<file path="src/rtl/dma_burst_arbiter.sv">
// Multi-channel DMA burst controller: per-channel request capture with round-robin
// grant, one burst in flight at a time, back-pressure honoured through xfer_ready.
module dma_burst_arbiter #(
    parameter int NUM_CH    = 4,
    parameter int MAX_BURST = 256,
    parameter int LEN_W     = $clog2(MAX_BURST + 1),
    parameter int CH_W      = (NUM_CH > 1) ? $clog2(NUM_CH) : 1
) (
    input  logic                    clk,
    input  logic                    reset_n,
    input  logic [NUM_CH-1:0]       go,
    input  logic [NUM_CH-1:0]       dma_req,
    input  logic [NUM_CH*LEN_W-1:0] burst_len,
    input  logic                    xfer_ready,
    output logic                    data_transfer,
    output logic [CH_W-1:0]         xfer_ch,
    output logic [LEN_W-1:0]        beats_left,
    output logic [NUM_CH-1:0]       done,
    output logic [NUM_CH-1:0]       err,
    output logic                    busy
);

    typedef enum logic [1:0] {
        S_IDLE,
        S_XFER,
        S_DONE
    } state_t;

    localparam logic [LEN_W-1:0] MAX_LEN  = LEN_W'(MAX_BURST);
    localparam logic [CH_W:0]    NUM_CH_E = (CH_W + 1)'(NUM_CH);

    state_t              state_reg, state_next;
    logic [NUM_CH-1:0]   go_q_reg;
    logic [NUM_CH-1:0]   pending_reg, pending_next;
    logic [NUM_CH-1:0]   err_reg;
    logic [LEN_W-1:0]    len_reg [NUM_CH];
    logic [LEN_W-1:0]    count_reg, count_next;
    logic [CH_W-1:0]     ch_reg, ch_next;
    logic [CH_W-1:0]     rr_reg, rr_next;

    logic [LEN_W-1:0]    len_in   [NUM_CH];
    logic [LEN_W-1:0]    cand_len [NUM_CH];
    logic [NUM_CH-1:0]   new_req, accept, reject, cand;
    logic                grant_found;
    logic [CH_W-1:0]     grant_idx;
    logic [CH_W:0]       idx_sum;
    logic [CH_W:0]       rr_inc;

    for (genvar gi = 0; gi < NUM_CH; gi++) begin : g_ch
        logic bad_len;
        logic in_use;

        assign len_in[gi]  = burst_len[gi*LEN_W +: LEN_W];
        assign new_req[gi] = go[gi] & ~go_q_reg[gi] & dma_req[gi];
        assign bad_len     = (len_in[gi] == '0) || (len_in[gi] > MAX_LEN);
        assign in_use      = pending_reg[gi] || ((state_reg == S_XFER) && (ch_reg == CH_W'(gi)));
        assign accept[gi]  = new_req[gi] & ~bad_len & ~in_use;
        assign reject[gi]  = new_req[gi] & (bad_len | in_use);
        // A request accepted on the grant edge itself has no stored length yet.
        assign cand_len[gi] = pending_reg[gi] ? len_reg[gi] : len_in[gi];
    end

    // Round-robin search: first candidate at or after the pointer, wrapping.
    always_comb begin
        cand        = pending_reg | accept;
        grant_found = 1'b0;
        grant_idx   = '0;
        idx_sum     = '0;
        for (int k = 0; k < NUM_CH; k++) begin
            idx_sum = {1'b0, rr_reg} + (CH_W + 1)'(k);
            if (idx_sum >= NUM_CH_E) begin
                idx_sum = idx_sum - NUM_CH_E;
            end
            if (!grant_found && cand[idx_sum[CH_W-1:0]]) begin
                grant_found = 1'b1;
                grant_idx   = idx_sum[CH_W-1:0];
            end
        end
    end

    always_comb begin
        state_next   = state_reg;
        count_next   = count_reg;
        ch_next      = ch_reg;
        rr_next      = rr_reg;
        pending_next = pending_reg | accept;
        rr_inc       = {1'b0, grant_idx} + (CH_W + 1)'(1);
        if (rr_inc >= NUM_CH_E) begin
            rr_inc = '0;
        end
        case (state_reg)
            S_IDLE: begin
                if (grant_found) begin
                    state_next              = S_XFER;
                    count_next              = cand_len[grant_idx];
                    ch_next                 = grant_idx;
                    rr_next                 = rr_inc[CH_W-1:0];
                    pending_next[grant_idx] = 1'b0;
                end
            end
            S_XFER: begin
                if (xfer_ready) begin
                    if (count_reg == LEN_W'(1)) begin
                        state_next = S_DONE;
                    end else begin
                        count_next = count_reg - LEN_W'(1);
                    end
                end
            end
            S_DONE: begin
                state_next = S_IDLE;
            end
            default: begin
                state_next = S_IDLE;
            end
        endcase
    end

    always_ff @(posedge clk or negedge reset_n) begin
        if (!reset_n) begin
            state_reg   <= S_IDLE;
            go_q_reg    <= '0;
            pending_reg <= '0;
            err_reg     <= '0;
            count_reg   <= '0;
            ch_reg      <= '0;
            rr_reg      <= '0;
            for (int i = 0; i < NUM_CH; i++) begin
                len_reg[i] <= '0;
            end
        end else begin
            state_reg   <= state_next;
            go_q_reg    <= go;
            pending_reg <= pending_next;
            err_reg     <= reject;
            count_reg   <= count_next;
            ch_reg      <= ch_next;
            rr_reg      <= rr_next;
            for (int i = 0; i < NUM_CH; i++) begin
                if (accept[i]) begin
                    len_reg[i] <= len_in[i];
                end
            end
        end
    end

    assign data_transfer = (state_reg == S_XFER);
    assign xfer_ch       = ch_reg;
    assign beats_left    = data_transfer ? count_reg : '0;
    assign done          = (state_reg == S_DONE) ? (NUM_CH'(1) << ch_reg) : '0;
    assign err           = err_reg;
    assign busy          = (state_reg != S_IDLE) || (|pending_reg);

endmodule
</file>
<file path="config.mk">
export PLATFORM = sky130hd
export DESIGN_NAME = dma_burst_arbiter
export DESIGN_NICKNAME = d
export VERILOG_FILES = /design/src/rtl/dma_burst_arbiter.sv
export SDC_FILE = /design/constraint.sdc
export NUM_CORES = 1
export LEC_CHECK = 0
export CAP_MARGIN = 0
export CELL_PAD_IN_SITES_DETAIL_PLACEMENT = 1
export CELL_PAD_IN_SITES_GLOBAL_PLACEMENT = 1
export CORE_UTILIZATION = 45
export CTS_CLUSTER_DIAMETER = 100
export DETAILED_ROUTE_END_ITERATION = 8
export PLACE_DENSITY = 0.89
export SETUP_SLACK_MARGIN = 0.02
export SYNTH_ARGS = -nofsm -noshare
export SYNTH_HDL_FRONTEND = slang
export SYNTH_SLANG_ARGS = --single-unit
</file>
<file path="constraint.sdc">
create_clock -name clk -period 6.37 [get_ports clk]
set_clock_uncertainty 0.1 [all_clocks]
set_input_delay 0.637 -clock clk [delete_from_list [all_inputs] [get_ports clk]]
set_output_delay 0.637 -clock clk [all_outputs]
set_load 0.005 [all_outputs]
</file>
==> results of run 1 <==
synthesized netlist by cell type (all sizes together) (2+ instances only):
cell type / count
nand3: 6
nand4: 2
nand2b: 5
clkbuf: 8
or2b: 2
and3: 7
inv: 11
nor3b: 2
a31oi: 3
nor3: 2
buf: 6
nor2: 29
nor2b: 2
o21ai: 12
nor4: 11
mux2: 38
a22oi: 3
a41oi: 2
dfrtp: 63
ha: 6
nand2: 10
nand3b: 6
or3: 4
mux2i: 47
a21bo: 3
a211oi: 5
a21oi: 14
and2: 7
o22ai: 4
worst max path at each step:
stage | end | slack [ns]
final | count_reg[0] | 2.38
after global routing | count_reg[0] | 2.16
after global placement | count_reg[0] | 2.38
after CTS | count_reg[0] | 2.43
after detailed placement | count_reg[0] | 2.23
after floorplan | count_reg[2] | 3.62
layer usage:
layer  routed length, um  part of all wire [%]
met2                5260                    52
met4                 163                   1.6
met3                 384                   3.8
met5                   0                     0
met1                4270                    42
power breakdown:
part           switching, mW  total (mW)  internal [mW]
sequential             0.175       0.745          0.569
combinational          0.489       0.989          0.500
clock                  0.160       0.294          0.134
cell type report:
cell class | count | area (um2) | area share, %
clock buffers | 9 | 124 | 2.71
well taps | 102 | 128 | 2.79
flip-flops and latches | 63 | 1580 | 34.5
repair buffers | 68 | 673 | 14.7
inverters | 11 | 41.3 | 0.903
multi-input cells | 249 | 2000 | 43.8
clock inverters | 5 | 27.5 | 0.602
kinds of logic (layout without fill, tap and decap cells):
kind of cell / Yosys count / in the layout / synth area share [%]
flip-flops: 63 / 63 / 42.5
multiplexers: 86 / 86 / 24.8
XOR/XNOR: 1 / 1 / 0.236
AO/OA/AOI/OAI: 56 / 56 / 10.8
adder cells (fa/ha/maj): 6 / 6 / 2.02
buffers and inverters: 25 / 93 / 3.58
AND/OR/NAND/NOR: 100 / 100 / 16.0
metrics by stage:
step / util [%] / setup WS (ns) / instances / hold slack, ns
final: 58.2 / 2.38 / 507 / 0.350
after global routing: 58.2 / 2.16 / 507 / 0.390
after CTS: 58.2 / 2.43 / 507 / 0.347
after detailed placement: 56.3 / 2.23 / 493 / 0.332
after global placement: 56.3 / 2.38 / 493 / 0.318
after floorplan: - / 3.62 / 337 / 0.241
==> results.py, run 1 <==
metrics = {
    "run_status": {
        "status": "completed",
    },
    "setup_path": {
        "worst_ep_arrival_time_ns": 4.15,
        "crit_cells": 8,
        "r2r-end": "count_reg[0]",
        "worstSetupPathType": "primary input to flip-flop",
        "reg2reg_depth": 7,
        "required_ns": 6.53,
        "end_kind": "flip-flop",
        "timing.critical_path.buf_inv": 1,
        "crit_path_max_incr_delay_ns": 0.99,
        "worst_path_max_delay_cell": "and3_1",
        "reg2reg_slack_ns": 2.80,
        "path_cells": "clkdlybuf4s50_1 > nor4_1 > a21bo_2 > a31oi_1 > a221oi_1 > and3_1 > mux4_2 > a21oi_1",
        "crit_fanout": 23,
        "r2r-start": "pending_reg[0]",
        "cp_top_family": "simple AND/OR/NAND/NOR gates",
        "startpoint_type": "primary input",
        "critPathLaunch": "burst_len[22]",
    },
    "min_path": {
        "worstHoldEndpoint": "err[1]",
        "holdPathStages": 1,
        "hold_start": "go_q_reg[1]",
        "hold_class": "flip-flop to flip-flop",
    },
    "global_route": {
        "grt.met2_usage_pct": 43.0,
        "antenna_found_initial": 0,
        "grt_pass1_wl_um": 16500,
        "grt_max_degree": 64,
        "use_met1_pct": 32.2,
        "gr-usage-met3_pct": 4.43,
        "grt_overflow": 0,
        "grt_usage_pct": 25.1,
        "grt_pass1_vias": 3143,
        "top_usage_layer": "met2",
    },
    "clock_tree": {
        "cts_buffer_depth": 2,
        "clk_latency_ns": 0.35,
        "path_clk_slew_ns": 0.07,
        "clock_sinks": 63,
        "cts.htree.levels": 3,
        "cts_buffers": 9,
        "cts_tree": "yes",
        "cts_setup_buffers": 0,
        "cts-resized-gates": 0,
        "hold_buffers": 0,
        "cts_root_buf": "clkbuf_8",
    },
    "synth": {
        "yosys_register_bits": 63,
        "syn_inst": 337,
        "syn-cell-area_mm2": 0.00371,
        "yosys_warnings": 0,
        "synth_top_area_share_pct": 42.5,
        "yosysTopAreaCell": "dfrtp_1",
        "synth-edff-count": 0,
        "ys_top_cells_by_area": "dfrtp_1, mux2i_1, mux2_2",
        "synth.avg_cell_area_um2": 11.0,
        "ys_seq_area_share_pct": 42.5,
        "async_flop_share_pct": 100,
        "synth_cell_types": 61,
        "syn-num-nets": 390,
        "synth-main-ff-cell": "dfrtp_1",
    },
    "sta": {
        "relSlewSlack_pct": 22.1,
        "setup_viol": 0,
        "hold_viol": 0,
        "drv_slew": 0,
        "period_minus_slack_ns": 3.99,
        "timing.fmax_mhz": 251,
        "post-route-period-util_pct": 62.7,
        "max_slew.worst_pin.slew_ns": 1.17,
        "tns_ns": 0,
        "grt_setup_unrepaired": "no",
    },
    "drt": {
        "via_count": 2968,
        "drc": 0,
        "routedWlPerCell_um": 19.9,
        "vias_per_cell": 5.85,
        "drt-total-wl_um": 10100,
        "first_pass_iters": 4,
        "detail-route-antenna-nets": 0,
        "drt_iter0_markers": 113,
    },
    "final_layout": {
        "largest_reg_flops": 36,
        "post_route_cells_drive_above_1_share_pct": 17.8,
        "syn_to_final_growth_pct": 23.2,
        "layout.cells.most_common_list": "clkdlybuf4s50_1, dfrtp_1, mux2i_1, mux2_2, nor2_1",
        "nNetsFinal": 455,
        "n_fill_cell": 858,
        "final_common_cell": "clkdlybuf4s50_1",
        "antennaDiodeCount": 0,
        "final_area_mm2": 0.00457,
    },
    "floorplan": {
        "num_rows": 32,
        "die_y_um": 92.8,
        "die_w_um": 92.8,
        "die_area_mm2": 0.00861,
        "ios": 68,
        "floorplan.initialDensity_pct": 47.3,
        "coreArea_mm2": 0.00785,
    },
    "flow_run": {
        "drv_cap": 0,
    },
    "placed_design": {
        "port-buffer-count": 67,
        "dpl_cell_area_mm2": 0.00442,
        "gp_congestion": 0.894,
        "dp.final_hpwl_um": 7460,
    },
    "power_and_ir_drop": {
        "fin_total_pwr_mw": 2.03,
        "powerDensity_mw_per_mm2": 444,
        "peakVddDrop_v": 0.000185,
        "leakage_nw": 1.98,
    },
}
(Power assumes the default switching activity.)
==> run 2, diff against run 1 <==
--- a/config.mk
+++ b/config.mk
@@ -8,10 +8,10 @@
 export CAP_MARGIN = 0
 export CELL_PAD_IN_SITES_DETAIL_PLACEMENT = 1
 export CELL_PAD_IN_SITES_GLOBAL_PLACEMENT = 1
-export CORE_UTILIZATION = 45
+export CORE_UTILIZATION = 37
 export CTS_CLUSTER_DIAMETER = 100
 export DETAILED_ROUTE_END_ITERATION = 8
-export PLACE_DENSITY = 0.89
+export PLACE_DENSITY = 0.79
 export SETUP_SLACK_MARGIN = 0.02
 export SYNTH_ARGS = -nofsm -noshare
 export SYNTH_HDL_FRONTEND = slang
==> constraint.sdc (replaced) <==
create_clock -name clk -period 3.41 [get_ports clk]
set_clock_uncertainty 0.1 [all_clocks]
set_input_delay 0.341 -clock clk [delete_from_list [all_inputs] [get_ports clk]]
set_output_delay 0.341 -clock clk [all_outputs]
set_load 0.005 [all_outputs]
==> results.py, run 2 (synthesis results as in run 1) <==
metrics = {
    "setup_path": {
        "r2r-start": "pending_reg[0]",
        "crit_fanout": 5,
        "reg2reg_depth": 9,
        "worst_ep_arrival_time_ns": 3.01,
        "startpoint_type": "primary input",
        "reg2reg_slack_ns": 0.60,
        "r2r-end": "count_reg[2]",
        "crit_path_max_incr_delay_ns": 0.46,
        "worst_path_max_delay_cell": "nor4_1",
        "end_kind": "flip-flop",
        "worstSetupPathType": "primary input to flip-flop",
        "required_ns": 3.54,
        "path_cells": "clkdlybuf4s50_1 > nor4_1 > a21bo_2 > a31oi_1 > buf_4 > mux2_2 > o221a_2 > and2_1 > a22oi_1 > nand3_1",
    },
    "sta": {
        "timing.fmax_mhz": 347,
        "relSlewSlack_pct": 59.0,
        "post-route-period-util_pct": 84.5,
        "tns_ns": 0,
        "hold_viol": 0,
        "grt_setup_unrepaired": "no",
        "setup_viol": 0,
        "drv_slew": 0,
        "max_slew.worst_pin.slew_ns": 0.614,
        "period_minus_slack_ns": 2.88,
    },
    "placed_design": {
        "dp.final_hpwl_um": 7880,
        "gp_congestion": 0.902,
        "port-buffer-count": 67,
        "dp.cells": 533,
    },
    "min_path": {
        "worstHoldEndpoint": "err[1]",
        "holdPathStages": 1,
        "hold_class": "flip-flop to flip-flop",
        "hold_start": "go_q_reg[1]",
    },
    "final_layout": {
        "syn_to_final_growth_pct": 27.0,
        "final_common_cell": "clkdlybuf4s50_1",
        "nNetsFinal": 465,
        "layout.cells.most_common_list": "clkdlybuf4s50_1, dfrtp_1, mux2i_1, mux2_2, nor2_1",
        "fin_cells": 550,
        "antennaDiodeCount": 0,
        "post_route_cells_drive_above_1_share_pct": 19.7,
        "largest_reg_flops": 36,
    },
    "floorplan": {
        "ios": 68,
        "num_rows": 36,
        "die_y_um": 102,
        "coreArea_mm2": 0.00973,
        "die_w_um": 102,
        "floorplan.initialDensity_pct": 38.1,
        "die_area_mm2": 0.0104,
    },
    "power_and_ir_drop": {
        "peakVddDrop_v": 0.000301,
        "leakage_nw": 2.04,
        "powerDensity_mw_per_mm2": 828,
    },
    "clock_tree": {
        "hold_buffers": 1,
        "cts_buffer_depth": 2,
        "path_clk_slew_ns": 0.07,
        "cts_tree": "yes",
        "cts_root_buf": "clkbuf_8",
        "cts-resized-gates": 0,
        "cts_setup_buffers": 0,
        "clk_latency_ns": 0.35,
        "clock_sinks": 63,
        "cts.htree.levels": 3,
        "cts_buffers": 9,
    },
    "global_route": {
        "grt_usage_pct": 21.6,
        "grt_overflow": 0,
        "antenna_found_initial": 0,
        "grt_pass1_wl_um": 16600,
        "grt_max_degree": 24,
        "grt_pass1_vias": 3179,
    },
    "drt": {
        "detail-route-antenna-nets": 0,
        "drc": 0,
        "vias_per_cell": 5.35,
        "via_count": 2941,
        "drt_iter0_markers": 158,
        "first_pass_iters": 4,
        "drt-total-wl_um": 10100,
        "routedWlPerCell_um": 18.3,
    },
    "run_status": {
        "status": "completed",
    },
    "flow_run": {
        "drv_cap": 0,
    },
}
==> run 2: worst max-delay path by stage <==
stage                   from      endpoint  slack [ns]  cells after the start
3_5_place_dp   burst_len[18]  count_reg[8]        0.16                     10
3_3_place_gp   burst_len[18]  count_reg[8]        0.25                     10
5_1_grt        burst_len[13]  count_reg[4]        0.40                     10
4_1_cts        burst_len[18]  count_reg[8]        0.54                     10
2_1_floorplan   burst_len[4]  count_reg[2]        0.96                     10
6_report       burst_len[18]  count_reg[8]        0.53                     10
==> run 2: per-layer routing <==
| metal | GRT usage (%) | vias up | routed length (um) |
|---|---|---|---|
| li1 | - | 1396 | - |
| met1 | 27.1 | 1461 | 4560 |
| met2 | 35.3 | 66 | 4940 |
| met3 | 5.47 | 18 | 342 |
| met4 | 9.12 | 0 | 248 |
| met5 | 0 | - | 0 |
==> run 2: final cells by class <==
class | instances | area (um2)
Fill cell | 1109 | 5020
Multi-Input combinational cell | 249 | 2000
Clock inverter | 4 | 20.0
Inverter | 11 | 41.3
Timing Repair Buffer | 78 | 751
Clock buffer | 12 | 155
Sequential cell | 63 | 1580
Tap cell | 133 | 166
==> run 2: metrics by stage <==
step	util, %	setup WS, ns	total power [mW]	cell area [um2]	hold WS, ns
2_1_floorplan	-	0.960	2.62	3710	-0.0546
3_3_place_gp	46.5	0.253	3.22	4530	0.211
3_5_place_dp	46.5	0.156	3.31	4530	0.223
4_1_cts	48.4	0.544	3.92	4710	0.347
5_1_grt	48.4	0.400	4.19	4710	0.357
6_report	48.4	0.527	3.90	4710	0.354
==> run 2: power breakdown <==
group / internal [mW] / total (mW) / switching (mW)
logic: 0.985 / 1.95 / 0.967
registers: 1.06 / 1.35 / 0.290
clock network: 0.299 / 0.595 / 0.296
==> run 2: worst max-delay path, delay by kind of cell <==
| kind | cells | cell delay, ns |
|---|---|---|
| and+or+nand+nor | 3 | 0.81 |
| buffers and inverters | 2 | 0.65 |
| AOI/OAI and AO/OA | 4 | 0.94 |
| muxes | 1 | 0.26 |
